$ cat config.mk
export PLATFORM = sky130hd
export DESIGN_NAME = sr_reg_bank
export DESIGN_NICKNAME = d
export VERILOG_FILES = /design/src/rtl/sr_pkg.sv /design/src/rtl/sr_cell.sv /design/src/rtl/sr_reg_bank.sv
export SDC_FILE = /design/constraint.sdc
export NUM_CORES = 1
export LEC_CHECK = 0
export ABC_CLOCK_PERIOD_IN_PS = 800
export CAP_MARGIN = 25
export CORE_MARGIN = 2
export CORE_UTILIZATION = 35
export CTS_CLUSTER_DIAMETER = 120
export DETAILED_ROUTE_END_ITERATION = 10
export GPL_ROUTABILITY_DRIVEN = 1
export PLACE_DENSITY = 0.8
export SLEW_MARGIN = 30
export SYNTH_ARGS = -nofsm -noshare
export SYNTH_HDL_FRONTEND = slang
export SYNTH_SLANG_ARGS = --single-unit
export TNS_END_PERCENT = 50
$ cat constraint.sdc
create_clock -name clk -period 0.8 [get_ports clk]
set_clock_uncertainty 0.2 [all_clocks]
set_input_delay 0.16 -clock clk [delete_from_list [all_inputs] [get_ports clk]]
set_output_delay 0.16 -clock clk [all_outputs]
set_load 0.02 [all_outputs]
$ cat src/rtl/sr_pkg.sv
// Shared types and limits for the SR register bank.
package sr_pkg;

    // Behaviour of a channel when set and reset are requested together
    typedef enum logic [1:0] {
        SR_HOLD,
        SR_SET_DOM,
        SR_RST_DOM,
        SR_TOGGLE
    } sr_mode_t;

    localparam int SR_MAX_WIDTH = 32;

endpackage

$ cat src/rtl/sr_cell.sv
// One SR channel: state register, conflict pulse and sticky conflict flag.
module sr_cell
    import sr_pkg::*;
#(
    parameter sr_mode_t MODE    = SR_HOLD,
    parameter logic     RST_VAL = 1'b0
) (
    input  logic clk,
    input  logic reset,
    input  logic en,
    input  logic s,
    input  logic r,
    input  logic err_clr,
    output logic q,
    output logic conflict,
    output logic err_sticky
);

    logic q_q, q_d;
    logic conf_q, conf_d;
    logic sticky_q, sticky_d;

    always_comb begin
        q_d      = q_q;
        conf_d   = 1'b0;
        sticky_d = sticky_q;
        if (en) begin
            case ({s, r})
                2'b10: q_d = 1'b1;
                2'b01: q_d = 1'b0;
                2'b11: begin
                    conf_d = 1'b1;
                    case (MODE)
                        SR_SET_DOM: q_d = 1'b1;
                        SR_RST_DOM: q_d = 1'b0;
                        SR_TOGGLE:  q_d = ~q_q;
                        default:    q_d = q_q;
                    endcase
                end
                default: q_d = q_q;
            endcase
        end
        // A fresh conflict outranks a simultaneous clear
        if (err_clr) sticky_d = 1'b0;
        if (conf_d)  sticky_d = 1'b1;
    end

    always_ff @(posedge clk or negedge reset) begin
        if (!reset) begin
            q_q      <= RST_VAL;
            conf_q   <= 1'b0;
            sticky_q <= 1'b0;
        end else begin
            q_q      <= q_d;
            conf_q   <= conf_d;
            sticky_q <= sticky_d;
        end
    end

    assign q          = q_q;
    assign conflict   = conf_q;
    assign err_sticky = sticky_q;

endmodule

$ cat src/rtl/sr_reg_bank.sv
// Bank of WIDTH independent SR channels with conflict reporting.
// Define SR_REG_BANK_CNT_EN to add the saturating conflict_cnt output.
module sr_reg_bank
    import sr_pkg::*;
#(
    parameter int              WIDTH   = 4,
    parameter sr_mode_t        MODE    = SR_HOLD,
    parameter logic [WIDTH-1:0] RST_VAL = '0,
    parameter int              CNT_W   = 8
) (
    input  logic             clk,
    input  logic             reset,
    input  logic             en,
    input  logic [WIDTH-1:0] s,
    input  logic [WIDTH-1:0] r,
    input  logic             err_clr,
    output logic [WIDTH-1:0] q,
    output logic [WIDTH-1:0] qbar,
    output logic [WIDTH-1:0] conflict,
    output logic [WIDTH-1:0] err_sticky
`ifdef SR_REG_BANK_CNT_EN
   ,output logic [CNT_W-1:0] conflict_cnt
`endif
);

    if (WIDTH < 1 || WIDTH > SR_MAX_WIDTH) begin : g_bad_width
        $error("sr_reg_bank: WIDTH out of range");
    end

    for (genvar i = 0; i < WIDTH; i++) begin : g_cell
        sr_cell #(
            .MODE    (MODE),
            .RST_VAL (RST_VAL[i])
        ) u_cell (
            .clk        (clk),
            .reset      (reset),
            .en         (en),
            .s          (s[i]),
            .r          (r[i]),
            .err_clr    (err_clr),
            .q          (q[i]),
            .conflict   (conflict[i]),
            .err_sticky (err_sticky[i])
        );
    end

    assign qbar = ~q;

`ifdef SR_REG_BANK_CNT_EN
    localparam logic [CNT_W-1:0] CNT_MAX = '1;
    localparam logic [CNT_W-1:0] CNT_ONE = CNT_W'(1);

    logic             any_conf;
    logic [CNT_W-1:0] cnt_q, cnt_d;

    // Counts conflict edges, not conflicting channels
    assign any_conf = en & (|(s & r));

    always_comb begin
        cnt_d = cnt_q;
        if (err_clr) begin
            cnt_d = any_conf ? CNT_ONE : '0;
        end else if (any_conf && cnt_q != CNT_MAX) begin
            cnt_d = cnt_q + CNT_ONE;
        end
    end

    always_ff @(posedge clk or negedge reset) begin
        if (!reset) cnt_q <= '0;
        else        cnt_q <= cnt_d;
    end

    assign conflict_cnt = cnt_q;
`endif

endmodule

==> results of run 1 <==
worst max-delay path, cell delays in order, from the launching register on:
cell,delay [ns]
dfrtp_1,0.40
inv_2,0.07
buf_6,0.11
metal layers:
layer / wire [µm] / part of all wire / global-route usage
met1: 530 / 0.43 / 0.1615
met2: 614 / 0.49 / 0.2219
met3: 65 / 0.052 / 0.03462
met4: 36 / 0.029 / 0.1000
met5: 0 / 0 / 0
through the flow:
step | hold WS [ns] | util | power [mW]
floorplan | -0.3356 | - | 1.034
detailed placement | 0.3035 | 0.6551 | 1.357
CTS | 0.01314 | 0.6638 | 1.729
finish | 0.01508 | 0.6681 | 1.724
global placement | 0.3007 | 0.6551 | 1.339
global route | 0.01399 | 0.6681 | 1.810
kinds of logic (layout without fill, tap and decap cells):
logic type / Yosys count / count (layout) / share of synthesized area
buf+inv: 21 / 57 / 0.1915
flops: 12 / 12 / 0.4642
fa+ha+maj: 8 / 8 / 0.1547
simple gates: 8 / 8 / 0.08122
compound gates: 4 / 4 / 0.04642
mux: 4 / 4 / 0.06190
registers in the layout, summed over array words and instances, names as in the netlist:
signal                    count
g_cell.u_cell.conflict        4
g_cell.u_cell.err_sticky      4
g_cell.u_cell.q               4
power by group through the flow:
stage	clock (mW)	sequential, mW	combinational, mW
after floorplan	0	0.700	0.334
after global placement	0	0.705	0.634
after detailed placement	0	0.707	0.650
after CTS	0.370	0.699	0.659
after global routing	0.394	0.703	0.713
final	0.366	0.699	0.660
timing repair:
item,4_1_cts,5_1_grt
pin swaps,4,0
hold endpoints to repair,0,0
endpoints found under the setup margin,28,24
setup buffers,3,1
gates resized for setup,124,0
final cells by class:
| cell class | count | area (µm²) | area share |
|---|---|---|---|
| clock buffers | 3 | 22.52 | 0.01952 |
| flip-flops and latches | 12 | 300.3 | 0.2603 |
| multi-input cells | 24 | 347.8 | 0.3015 |
| repair buffers | 45 | 387.9 | 0.3362 |
| inverters | 9 | 63.81 | 0.05531 |
| well taps | 25 | 31.28 | 0.02711 |
worst max path at each step:
stage                                     endpoint  cells past startpoint
floorplan           g_cell[0].u_cell.q$_DFFE_PN0P_                      4
global placement    g_cell[1].u_cell.q$_DFFE_PN0P_                      5
detailed placement  g_cell[1].u_cell.q$_DFFE_PN0P_                      5
CTS                                        qbar[3]                      2
global route                               qbar[3]                      2
finish                                     qbar[0]                      2
placed cells by master, fill, tap and decap left out:
cell type        instances
a21o_1                   4
and2_4                   4
and2b_1                  2
buf_12                   1
buf_2                   10
buf_4                   16
buf_6                   14
clkbuf_4                 3
clkdlybuf4s15_2          1
clkdlybuf4s50_1          2
dfrtp_1                 12
dlygate4sd2_1            1
ha_4                     8
inv_1                    1
inv_2                    4
inv_8                    4
mux2i_1                  4
nand2b_4                 2
==> impl_metrics.yaml, run 1 <==
outcome:
  status: "finished with violations"
  violations: "setup timing"
yosys:
  synthesis.area_um2: 646.9
  async_flop_share: 1.000
  yosys-top-cells-area: "dfrtp_1 (46%), ha_1 (15%), buf_4 (14%), mux2i_1 (6.2%), inv_1 (5.2%)"
  ys.flop_type: "dfrtp_1"
  ys_seq_area_frac: 0.4642
  syn-num-nets: 77
  synth_edf_count: 0
  yosysWarningCount: 0
  postSynthAreaPerCell_um2: 11.35
  syn-instance-count: 57
  ys_seq_elements: 12
  yosysTopAreaCellShare: 0.4642
  synth_area_leader_cell: "dfrtp_1"
  ys_types: 9
  ys_top_cells_by_count: "buf_4 (12), dfrtp_1 (12), inv_1 (9)"
place:
  hpwl_mm: 1.011
  dp.cells: 111
  place_ws_ns: -0.8990
  postPlaceCellArea_um2: 1131
  portBuffers: 27
  place_congestion: 0.6628
sta:
  slew_viol_final: 0
  worst_slack_ns: -0.4073
  worst_pin_slew_ns: 0.2308
  min_period_ns: 1.207
  fmax_mhz: 828.3
  grt_setup_unrepaired: "yes"
  finalSetupTns_ns: -7.398
  hold_viol: 0
  post-route-period-util: 1.509
  slew_headroom: 0.8461
  setup_viol: 24
cts:
  cts_sinks: 12
  numCtsBuffers: 3
  cts-root-buf: "clkbuf_4"
  htreeDepth: 1
  clkTransAtPathRegs_ns: 0.07
  cts_max_path_buffers: 2
  ctsHoldBuffers: 0
  cts_tree: "yes"
  clk_latency_ns: 0.27
pwr:
  p_sw_frac: 0.3053
  seq_power_share: 0.405
  internal-power_mw: 1.198
  p_per_area_nw_per_um2: 1494
  ir_worst_vdd_v: 0.001045
  clockPowerShare: 0.212
  switchingPower_mw: 0.5263
  combPwrFrac: 0.383
  p_leak_nw: 0.6134
floorplan:
  start_util: 0.3746
  die-area_um2: 2208
  fp.dieW_um: 46.99
  design.portCount: 28
  fp.dieH_um: 46.99
  rows: 15
  core_um2: 1727
drt:
  via_count: 470
  drt_first_iter_violations: 1
  ant_nets: 0
  wl_per_cell_um: 10.57
  drc_errors: 0
  vias_per_cell: 3.983
  firstDrtPassIters: 2
  drt-total-wl_mm: 1.247
critical_path:
  rrSetupSlack_ns: -0.28
  arrival_ns: 0.85
  cp-end-kind: "output pin"
  worst_r2r_endpoint: "g_cell[3].u_cell.err_sticky$_DFFE_PN0P_"
  path_max_fanout: 2
  worstRegToRegCells: 3
  cp.required_ns: 0.44
  setup.worst_path.class: "reg2out"
  reg2reg_from: "g_cell[3].u_cell.err_sticky$_DFFE_PN0P_"
  cp-startpoint: "g_cell[0].u_cell.q$_DFFE_PN0P_"
  start_kind: "register"
grt:
  grt_overflow_total: 0
  grt_max_degree: 13
  gr-usage-all-layers: 0.1390
  grt_pass1_wl_mm: 2.021
  first_global_vias: 476
  antenna_found_initial: 0
finish:
  fin_cells: 118
  finalNetCount: 115
  postLayoutCellArea_um2: 1154
  diodes: 0
  layout-drive-gt1-share: 0.7204
  nFillCells: 144
  area_growth_pct: 78.34
job:
  maxCapViolCount: 0
worst_hold_path:
  hold_class: "in2async"
No activity file was read; power rests on OpenSTA's default activity.
==> inputs of run 2 (changes only) <==
Settings changed: CORE_MARGIN 2 to 1, SLEW_MARGIN 30 to unset.
==> impl_metrics.yaml, run 2 (synthesis results as in run 1) <==
outcome:
  status: "finished with violations"
  violations: "setup timing"
place:
  portBuffers: 27
  place_congestion: 0.6615
  hpwl_um: 991.6
sta:
  slew_headroom: 0.8422
  finalSetupTns_ns: -7.603
  setup_viol: 24
  slew_viol_final: 0
  grt_setup_unrepaired: "yes"
  fmax_mhz: 817.0
  worst_pin_slew_ns: 0.2367
  hold_viol: 0
  min_period_ns: 1.224
  worst_slack_ns: -0.4240
  post-route-period-util: 1.530
  timing.hold.ws_ns: 0.02039
floorplan:
  rows: 15
  fp.dieW_um: 44.99
  core_um2: 1727
  design.portCount: 28
  fp.dieH_um: 44.99
  start_util: 0.3746
  die-area_um2: 2024
critical_path:
  reg2reg_from: "g_cell[1].u_cell.q$_DFFE_PN0P_"
  cp-endpoint: "qbar[3]"
  setup.worst_path.class: "reg2out"
  cp.required_ns: 0.44
  worstRegToRegCells: 5
  start_kind: "register"
  arrival_ns: 0.86
  cp-end-kind: "output pin"
  path_max_fanout: 2
  rrSetupSlack_ns: -0.39
  cp-startpoint: "g_cell[3].u_cell.q$_DFFE_PN0P_"
  worst_r2r_endpoint: "g_cell[1].u_cell.q$_DFFE_PN0P_"
pwr:
  switchingPower_mw: 0.5426
  ir_worst_vdd_v: 0.0007262
  p_per_area_nw_per_um2: 1508
  p_leak_nw: 0.6225
  seq_power_share: 0.394
  clockPowerShare: 0.198
  p_sw_frac: 0.3040
  internal-power_mw: 1.242
  combPwrFrac: 0.408
cts:
  cts_tree: "yes"
  cts-root-buf: "clkbuf_4"
  htreeDepth: 1
  cts_max_path_buffers: 2
  cts_sinks: 12
  clk_latency_ns: 0.26
  numCtsBuffers: 3
  ctsHoldBuffers: 0
  clkTransAtPathRegs_ns: 0.07
drt:
  drt-total-wl_mm: 1.407
  wl_per_cell_um: 11.82
  via_count: 493
  drt_first_iter_violations: 3
  firstDrtPassIters: 5
  drc_errors: 0
  ant_nets: 0
  vias_per_cell: 4.143
finish:
  finalNetCount: 116
  diodes: 0
  nFillCells: 136
  final_cell_mix: "buf_6 (18), dfrtp_1 (12), buf_4 (12), buf_2 (9), ha_4 (8)"
  area_growth_pct: 82.98
  final_core_util: 0.6855
  layout-drive-gt1-share: 0.7234
  final_common_cell: "buf_6"
job:
  maxCapViolCount: 0
worst_hold_path:
  hold_class: "in2async"
grt:
  first_global_vias: 518
  grt_max_degree: 13
  gr-usage-all-layers: 0.1655
  grt_pass1_wl_mm: 2.263
  antenna_found_initial: 0
  grt_overflow_total: 0
run 2: cell count changes in the layout (fill, tap and decap cells not counted), sizes merged:
cell / previous run / this run
buf: 41 / 40
dlygate4sd2: 1 / 2
clkdlybuf4s15: 1 / 2
run 2: timing repair:
| action | CTS | global route |
|---|---|---|
| resized for setup | 120 | 3 |
| pin swaps | 3 | 0 |
| endpoints found under the setup margin | 28 | 24 |
| buffers inserted | 4 | 1 |
run 2: area by class of cell:
type,count,area [µm²],area share
inverter,9,63.81,0.05391
timing repair buffer,46,417.9,0.3531
clock buffer,3,22.52,0.01903
multi-input combinational,24,347.8,0.2939
tap,25,31.28,0.02643
sequential,12,300.3,0.2537
run 2: layer usage:
layer  vias up  GRT usage  routed length [µm]
met3         2    0.01200                  55
met5         -          0                   0
met2        15     0.2754                 796
li1        242          -                   -
met4         0     0.1273                  21
met1       234     0.1975                 533
run 2: per-stage QoR:
step | power, mW | cells | worst slack (ns) | area (µm²)
floorplan | 1.034 | 57 | -0.2052 | 802.0
global placement | 1.344 | 111 | -0.8347 | 1131
detailed placement | 1.365 | 111 | -0.8538 | 1131
CTS | 1.762 | 118 | -0.4147 | 1166
global route | 1.892 | 119 | -0.4557 | 1184
finish | 1.785 | 119 | -0.4240 | 1184
run 2: worst min-delay path by stage:
stage               slack [ns]                               startpoint                                      end  cells after the start
floorplan                -0.34                                    reset      g_cell[0].u_cell.conflict$_DFF_PN0_                      0
global placement          0.27  g_cell[1].u_cell.err_sticky$_DFFE_PN0P_  g_cell[1].u_cell.err_sticky$_DFFE_PN0P_                      1
detailed placement        0.28  g_cell[1].u_cell.err_sticky$_DFFE_PN0P_  g_cell[1].u_cell.err_sticky$_DFFE_PN0P_                      1
CTS                       0.02                                    reset           g_cell[2].u_cell.q$_DFFE_PN0P_                      2
global route              0.02                                    reset  g_cell[0].u_cell.err_sticky$_DFFE_PN0P_                      2
finish                    0.02                                    reset           g_cell[0].u_cell.q$_DFFE_PN0P_                      2
run 2: critical path, stage by stage, from the launching register on:
cell     delay [ns]
dfrtp_1        0.41
inv_2          0.08
buf_6          0.11
run 2: power groups by stage:
stage	Clock (mW)	Combinational (mW)	Sequential, mW
after global routing	0.406	0.780	0.706
after CTS	0.367	0.697	0.698
after global placement	0	0.641	0.704
after floorplan	0	0.334	0.700
final	0.353	0.729	0.702
after detailed placement	0	0.658	0.707
==> inputs of run 3 (changes only) <==
Settings changed: CORE_MARGIN 1 to unset.
==> results of run 3 <==
The final DEF is identical to that of run 2; final timing and power are the same.
